### src/rtl/rf_arb_pkg.sv
// Shared constants and request bundle type for the two-port register-file arbiter.
package rf_arb_pkg;

  localparam int RF_DATA_W = 32;
  localparam int RF_ADDR_W = 3;

  localparam logic OP_READ  = 1'b0;
  localparam logic OP_WRITE = 1'b1;

  localparam int REQ_A = 0;
  localparam int REQ_B = 1;

  typedef struct packed {
    logic                 valid;
    logic                 we;
    logic [RF_ADDR_W-1:0] addr;
    logic [RF_DATA_W-1:0] wdata;
  } rf_req_t;

endpackage

### src/rtl/rr_arb2.sv
// Two-way round-robin picker: passes uncontended requests through, uses rr_ptr on a tie.
module rr_arb2 (
  input  logic [1:0] req,
  input  logic       rr_ptr,
  output logic [1:0] gnt,
  output logic       contended
);

  always_comb begin
    contended = req[0] & req[1];
    gnt       = req;
    if (contended) begin
      gnt = rr_ptr ? 2'b10 : 2'b01;
    end
  end

endmodule

### src/rtl/rf_port_arbiter.sv
// Shares one register-file write port and one read port between requesters A and B,
// dual-issuing a write and a read when possible, round-robin otherwise.
module rf_port_arbiter
  import rf_arb_pkg::*;
#(
  parameter int DATA_W = RF_DATA_W,
  parameter int ADDR_W = RF_ADDR_W
) (
  input  logic              clk,
  input  logic              reset_n,
  input  logic              req0_valid,
  input  logic              req0_we,
  input  logic [ADDR_W-1:0] req0_addr,
  input  logic [DATA_W-1:0] req0_wdata,
  output logic              req0_ready,
  output logic              rsp0_valid,
  output logic [DATA_W-1:0] rsp0_rdata,
  input  logic              req1_valid,
  input  logic              req1_we,
  input  logic [ADDR_W-1:0] req1_addr,
  input  logic [DATA_W-1:0] req1_wdata,
  output logic              req1_ready,
  output logic              rsp1_valid,
  output logic [DATA_W-1:0] rsp1_rdata,
  output logic              rf_we,
  output logic [ADDR_W-1:0] rf_wAddr,
  output logic [DATA_W-1:0] rf_wData,
  output logic [ADDR_W-1:0] rf_rAddr,
  input  logic [DATA_W-1:0] rf_rData
);

  logic              v0, v1;
  logic [1:0]        wr_req, rd_req, arb_req, arb_gnt;
  logic [1:0]        wr_gnt, rd_gnt;
  logic              wr_cont, rd_cont, arb_cont;
  logic              rr_ptr_q, rr_ptr_d;
  logic [DATA_W-1:0] rd_data;
  logic [1:0]        rsp_valid_q, rsp_valid_d;
  logic [DATA_W-1:0] rsp_rdata_q [2];
  logic [DATA_W-1:0] rsp_rdata_d [2];

  // Gating valids with reset keeps ready and rf_we low while reset is held.
  assign v0 = req0_valid & reset_n;
  assign v1 = req1_valid & reset_n;

  always_comb begin
    wr_req  = {v1 & (req1_we == OP_WRITE), v0 & (req0_we == OP_WRITE)};
    rd_req  = {v1 & (req1_we == OP_READ),  v0 & (req0_we == OP_READ)};
    wr_cont = &wr_req;
    rd_cont = &rd_req;
    arb_req = wr_cont ? wr_req : rd_req;
  end

  rr_arb2 u_rr_arb2 (
    .req       (arb_req),
    .rr_ptr    (rr_ptr_q),
    .gnt       (arb_gnt),
    .contended (arb_cont)
  );

  always_comb begin
    wr_gnt     = wr_cont ? arb_gnt : wr_req;
    rd_gnt     = rd_cont ? arb_gnt : rd_req;
    req0_ready = wr_gnt[REQ_A] | rd_gnt[REQ_A];
    req1_ready = wr_gnt[REQ_B] | rd_gnt[REQ_B];
    rr_ptr_d   = arb_cont ? arb_gnt[REQ_A] : rr_ptr_q;

    rf_we    = |wr_gnt;
    rf_wAddr = '0;
    rf_wData = '0;
    if (wr_gnt[REQ_B]) begin
      rf_wAddr = req1_addr;
      rf_wData = req1_wdata;
    end else if (wr_gnt[REQ_A]) begin
      rf_wAddr = req0_addr;
      rf_wData = req0_wdata;
    end

    rf_rAddr = '0;
    if (rd_gnt[REQ_B]) begin
      rf_rAddr = req1_addr;
    end else if (rd_gnt[REQ_A]) begin
      rf_rAddr = req0_addr;
    end

    // The file only commits at the edge, so a same-cycle read of the written address takes the new data.
    rd_data = (rf_we && (rf_wAddr == rf_rAddr)) ? rf_wData : rf_rData;

    rsp_valid_d    = rd_gnt;
    rsp_rdata_d[0] = rd_gnt[REQ_A] ? rd_data : rsp_rdata_q[0];
    rsp_rdata_d[1] = rd_gnt[REQ_B] ? rd_data : rsp_rdata_q[1];
  end

  always_ff @(posedge clk) begin
    if (!reset_n) begin
      rr_ptr_q       <= 1'b0;
      rsp_valid_q    <= '0;
      rsp_rdata_q[0] <= '0;
      rsp_rdata_q[1] <= '0;
    end else begin
      rr_ptr_q       <= rr_ptr_d;
      rsp_valid_q    <= rsp_valid_d;
      rsp_rdata_q[0] <= rsp_rdata_d[0];
      rsp_rdata_q[1] <= rsp_rdata_d[1];
    end
  end

  assign rsp0_valid = rsp_valid_q[REQ_A];
  assign rsp1_valid = rsp_valid_q[REQ_B];
  assign rsp0_rdata = rsp_rdata_q[0];
  assign rsp1_rdata = rsp_rdata_q[1];

endmodule

### config.mk
export PLATFORM = sky130hd
export DESIGN_NAME = rf_port_arbiter
export DESIGN_NICKNAME = d
export VERILOG_FILES = /design/src/rtl/rf_arb_pkg.sv /design/src/rtl/rr_arb2.sv /design/src/rtl/rf_port_arbiter.sv
export SDC_FILE = /design/constraint.sdc
export NUM_CORES = 1
export LEC_CHECK = 0
export BUFFER_PORTS_ARGS = -buffer_cell sky130_fd_sc_hd__buf_2
export CORE_MARGIN = 5
export CORE_UTILIZATION = 35
export DETAILED_ROUTE_END_ITERATION = 8
export PLACE_DENSITY = 0.67
export SYNTH_ARGS = -nofsm -noshare
export SYNTH_HDL_FRONTEND = slang
export SYNTH_SLANG_ARGS = --single-unit
### constraint.sdc
create_clock -name clk -period 2.4 [get_ports clk]
set_input_delay 0.12 -clock clk [delete_from_list [all_inputs] [get_ports clk]]
set_output_delay 0.12 -clock clk [all_outputs]
set_load 0.05 [all_outputs]
* Word level (Yosys, flattened, before mapping)
Memory sizes are Yosys's and may differ from the RTL's.
Index checks and enable logic that the tools add are counted.
Widths: inputs -> output; s select.
** Word-level totals
- Logic and storage cells :: 39
- Input port bits :: 108
- Register bits after elaboration :: 3
- Memories :: 1
- Bits in writable memories :: 64
** Operators by class
- Bitwise gates (word level) :: 13
- Muxes and demuxes :: 18
- Reduce and logical (&&, ||, !) cells :: 4
- Eq/ne operators :: 1
** Memories
- rsp_rdata_q :: depth 2, width 32, read ports 2, clocked after Yosys merged registers in 0, wr ports 2, RTL line rf_port_arbiter.sv:39 : logic [DATA_W-1:0] rsp_rdata_q [2];
** Operator list (count)
- $mux 32 :: 7
- $mux 3 :: 4
- $mux 2 :: 5
- $and 1x1->1 :: 7
- $or 1x1->1 :: 4
- $reduce_and 2->1 :: 2
- $eq 3x3->1 :: 1
- $mux 1 :: 2
- $not 1->1 :: 2
- $reduce_or 2->1 :: 1
- $logic_and 1x1->1 :: 1

* Depth between registers and ports, before layout
- Word-level depth :: 14
- Mapped depth :: 10
- Gate-level depth less buffers :: 6

* Cells and area by module
A second synthesis with hierarchy kept.
** Second synthesis, totals
- Cell total of the unflattened synthesis :: 393
- Area total of the unflattened synthesis :: 3384.5 µm²
** By module, submodules not included
- rf_port_arbiter :: area each 3359.5 µm², seq. area each 1341.3 µm², times used 1, cells an instance 389
- rr_arb2 :: area each 25.0 µm², seq. area each 0.0 µm², times used 1, cells an instance 4

* Least setup slack after synthesis
OpenSTA, ideal clock, no wires.
- Path type :: register to register
- From :: reg rr_ptr_q
- To :: mem rsp_rdata_q[0][59] in the netlist's numbering
- Required time :: 2.313 ns
- Stages on the path, launching flop included :: 9
- Arrival time :: 2.201 ns
- Slack :: 0.112 ns
- Cells stage by stage :: dfxtp_1 > nor3b_1 > o2bb2ai_1 > nand3b_1 > and4_4 > buf_6 > buf_6 > and3b_1 > o31ai_1
** RTL lines
- start: declaration :: RTL line rf_port_arbiter.sv:36 : logic rr_ptr_q, rr_ptr_d;
- start signal: assignment :: RTL line rf_port_arbiter.sv:101 : rr_ptr_q <= rr_ptr_d;
- end: declaration :: RTL line rf_port_arbiter.sv:39

* Final worst setup path
- From :: reg rr_ptr_q
- To :: out rf_rAddr[0]
** On the way
- Longest elaborated chain between the ends :: 5
** RTL lines
- $mux 2 * :: RTL line rr_arb2.sv:13 : gnt = rr_ptr ? 2'b10 : 2'b01;
- $mux 2 * :: RTL line rr_arb2.sv:12 : if (contended) begin
- $mux 2 * :: RTL line rf_port_arbiter.sv:63 : rd_gnt = rd_cont ? arb_gnt : rd_req;
- $mux 3 :: RTL line rf_port_arbiter.sv:82 : end else if (rd_gnt[REQ_A]) begin
- $mux 3 * :: RTL line rf_port_arbiter.sv:80 : if (rd_gnt[REQ_B]) begin
- end: declaration :: RTL line rf_port_arbiter.sv:28 : output logic [ADDR_W-1:0] rf_rAddr,
Mark *: on every way between the ends. The rest lies on a longest branch, timed or not.

==> impl_metrics.toml <==
[final_layout]
final-seq-area_sq_um = 1340
fillers = 969
layout-drive-gt1-share_pct = 42.9
area_growth_pct = 38.0
multi_input_area_sq_um = 1850
nNetsFinal = 677

[route]
dr.pass1.iters = 4
drc = 0
vias = 3821
antenna_left = 0
routedWlPerCell_microns = 16.5
drt_iter0_markers = 192
routed_wl_microns = 11600
post_drt_via_cell_ratio = 5.40

[timing]
period_minus_slack_ps = 2290
hold_violations = 0
slew_headroom_pct = 59.6
max_clock_freq_mhz = 437
skew_ps = 7.66
worst_slew_pin_slew_ps = 606
period_share_pct = 95.4
finalSetupTns_ps = 0
final_max_slew_viol_count = 0
rsz0062_at_grt = "no"
setup_viol = 0

[critical_path]
criticalPathCategory = "reg -> out"
crit_slowest_cell = "or3_2"
worstPathArrival_ps = 2170
crit_chain = "and3b_1 -> or3_2 -> buf_12 -> inv_1 -> a22o_1 -> buf_2"
cp_data_required_time_ps = 2280
crit_path_max_fanout = 65
max_stage_delay_ps = 470
worstSetupEndpointType = "primary output"
critPathLaunchType = "register"

[floorplanning]
ios = 215
dieArea_sq_um = 12000
die_h_microns = 109
core_area_sq_um = 9680
die_w_microns = 109
rows = 36
start_util_pct = 35.7

[clock_tree]
cts.sinks = 67
clock_path_buffers = 2
cts_root_buffer = "clkbuf_8"
post-cts-setup-buffers = 0
h-tree-depth = 3
clock_latency_ps = 340
cts-buffers-inserted = 9
clk_pin_slew_ps = 80
cts_tree = "yes"

[logic_synthesis]
synth_seq_cells = 67
synth_cell_types = 32
yosys.area.top_type = "dfxtp_1"
synth_area_leaders = "dfxtp_1, o31ai_1, nand3_1"
syn_area_sq_um = 3450
ys.warnings.count = 0
synth_nets = 489
ys_seq_area_share_pct = 38.8
avgSynthCellArea_sq_um = 9.07
syn-instance-count = 381
synth_top_area_share_pct = 38.8

[placed_design]
gp_congestion = 0.861
hpwlAfterDp_microns = 8450
io_buffers = 214

[power]
finalPower_mw = 3.22
clkPwrFrac_pct = 34.1
comb_power_share_pct = 28.2
p_per_area_nw_per_um2 = 676
power_frac_seq_pct = 37.8
power.leakage_nw = 2.40
swShare_pct = 35.3
power.internal_mw = 2.08
ir_worst_vdd_mv = 0.360
net-switching-power_mw = 1.14

[run_status]
status = "completed"

[global_route]
grt_max_degree = 66
grt_pass1_vias = 3612
grt_use_total_pct = 18.2
antenna_found_initial = 1
overflow = 0
grt_pass1_wl_microns = 17300

[job]
cap_violations = 0

[min_path]
hold_path_class = "in -> reg"
worst max-delay path: cells and delay by family, from the launching register on:
family,cells,cell delay [ps]
AO/OA/AOI/OAI,1,140
flip-flops,1,380
buffers and inverters,3,580
AND/OR/NAND/NOR,2,720
synth_stat cells (all sizes together):
cell type   n
a211o       2
o211ai      1
nand2       2
xor2        1
dfxtp      67
nand3      69
nand2b      1
o21ai       1
buf        18
nor2        1
a21oi      32
or3         1
or2         3
nor3b       3
and3b      33
xnor2       2
o2bb2ai     1
nand3b      3
a311o       1
clkbuf     27
and3        4
nand4       1
o31ai      64
a22o       36
inv         2
nor4b       1
and4        1
and2        3
power by group through the flow:
stage | logic [mW] | registers (mW) | clock network, mW
2_1_floorplan | 0.432 | 1.48 | 0
3_3_place_gp | 0.893 | 1.24 | 0
3_5_place_dp | 0.905 | 1.24 | 0
4_1_cts | 0.907 | 1.22 | 1.12
5_1_grt | 0.965 | 1.22 | 1.18
6_report | 0.907 | 1.22 | 1.10
stage by stage:
step	utilization [%]	hold WS [ps]	setup WS [ps]	instances	area, sq um
finish	49.2	121	110	708	4770
global route	49.2	101	3.64	708	4770
CTS	49.0	105	24.4	707	4740
detailed placement	46.5	458	67.8	691	4500
global placement	46.5	451	167	691	4500
floorplan	-	373	112	381	3450
state kept, by name, summed over array words and instances, names as in the netlist:
signal       flops
rsp_valid_q      2
rsp_rdata_q     64
rr_ptr_q         1
final timing paths:
kind                                    startpoint            endpoint  slack, ps  cells after the start
worst max-delay path                      rr_ptr_q         rf_rAddr[0]        110                      6
worst min-delay path                   rf_rData[0]  rsp_rdata_q[0][32]        120                      3
worst max register to register            rr_ptr_q  rsp_rdata_q[0][39]        150                      7
worst min register to register  rsp_rdata_q[0][24]  rsp_rdata_q[0][24]        470                      2
logic make-up after synthesis:
family,count (synthesis),share of synthesized area (%)
and+or+nand+nor,126,23.5
AOI/OAI and AO/OA,138,29.1
DFF,67,38.8
buffers and inverters,47,7.82
xor gates and xnor gates,3,0.761
cell type report:
type	count	share of cell area [%]
inverters	2	0.157
well taps	133	3.49
clock inverters	5	1.78
diodes	1	0.0525
clock buffers	11	3.18
multi-input cells	267	38.9
flip-flops and latches	67	28.1
repair buffers	222	24.3
placed cells by master (no fill, tap or decap), types with 2 or more instances in the layout:
cell / Yosys / routed
a211o_1: 2 / 2
a21oi_1: 32 / 32
a22o_1: 36 / 36
and2_1: 3 / 3
and3_1: 3 / 2
and3_4: 1 / 2
and3b_1: 33 / 33
buf_12: 0 / 2
buf_2: 6 / 213
buf_4: 1 / 6
bufinv_16: 0 / 2
clkbuf_8: 0 / 11
clkinv_4: 0 / 2
dfxtp_1: 67 / 67
inv_1: 2 / 2
nand2_1: 2 / 2
nand3_1: 69 / 69
nand3b_1: 3 / 3
nor3b_1: 3 / 2
o31ai_1: 64 / 64
or2_2: 2 / 2
xnor2_1: 2 / 2
layer usage:
layer	share of wire (%)	GRT usage [%]	vias up
li1	-	-	1854
met1	42	22.0	1816
met2	49	31.2	145
met3	7.4	5.05	6
met4	0.88	6.14	0
met5	0	0	-
what timing repair did:
action	4_1_cts	5_1_grt
hold buffers	0	0
resized for setup	1	6
setup endpoints to repair	2	66
Note: power is estimated with default switching activity, not from simulation.
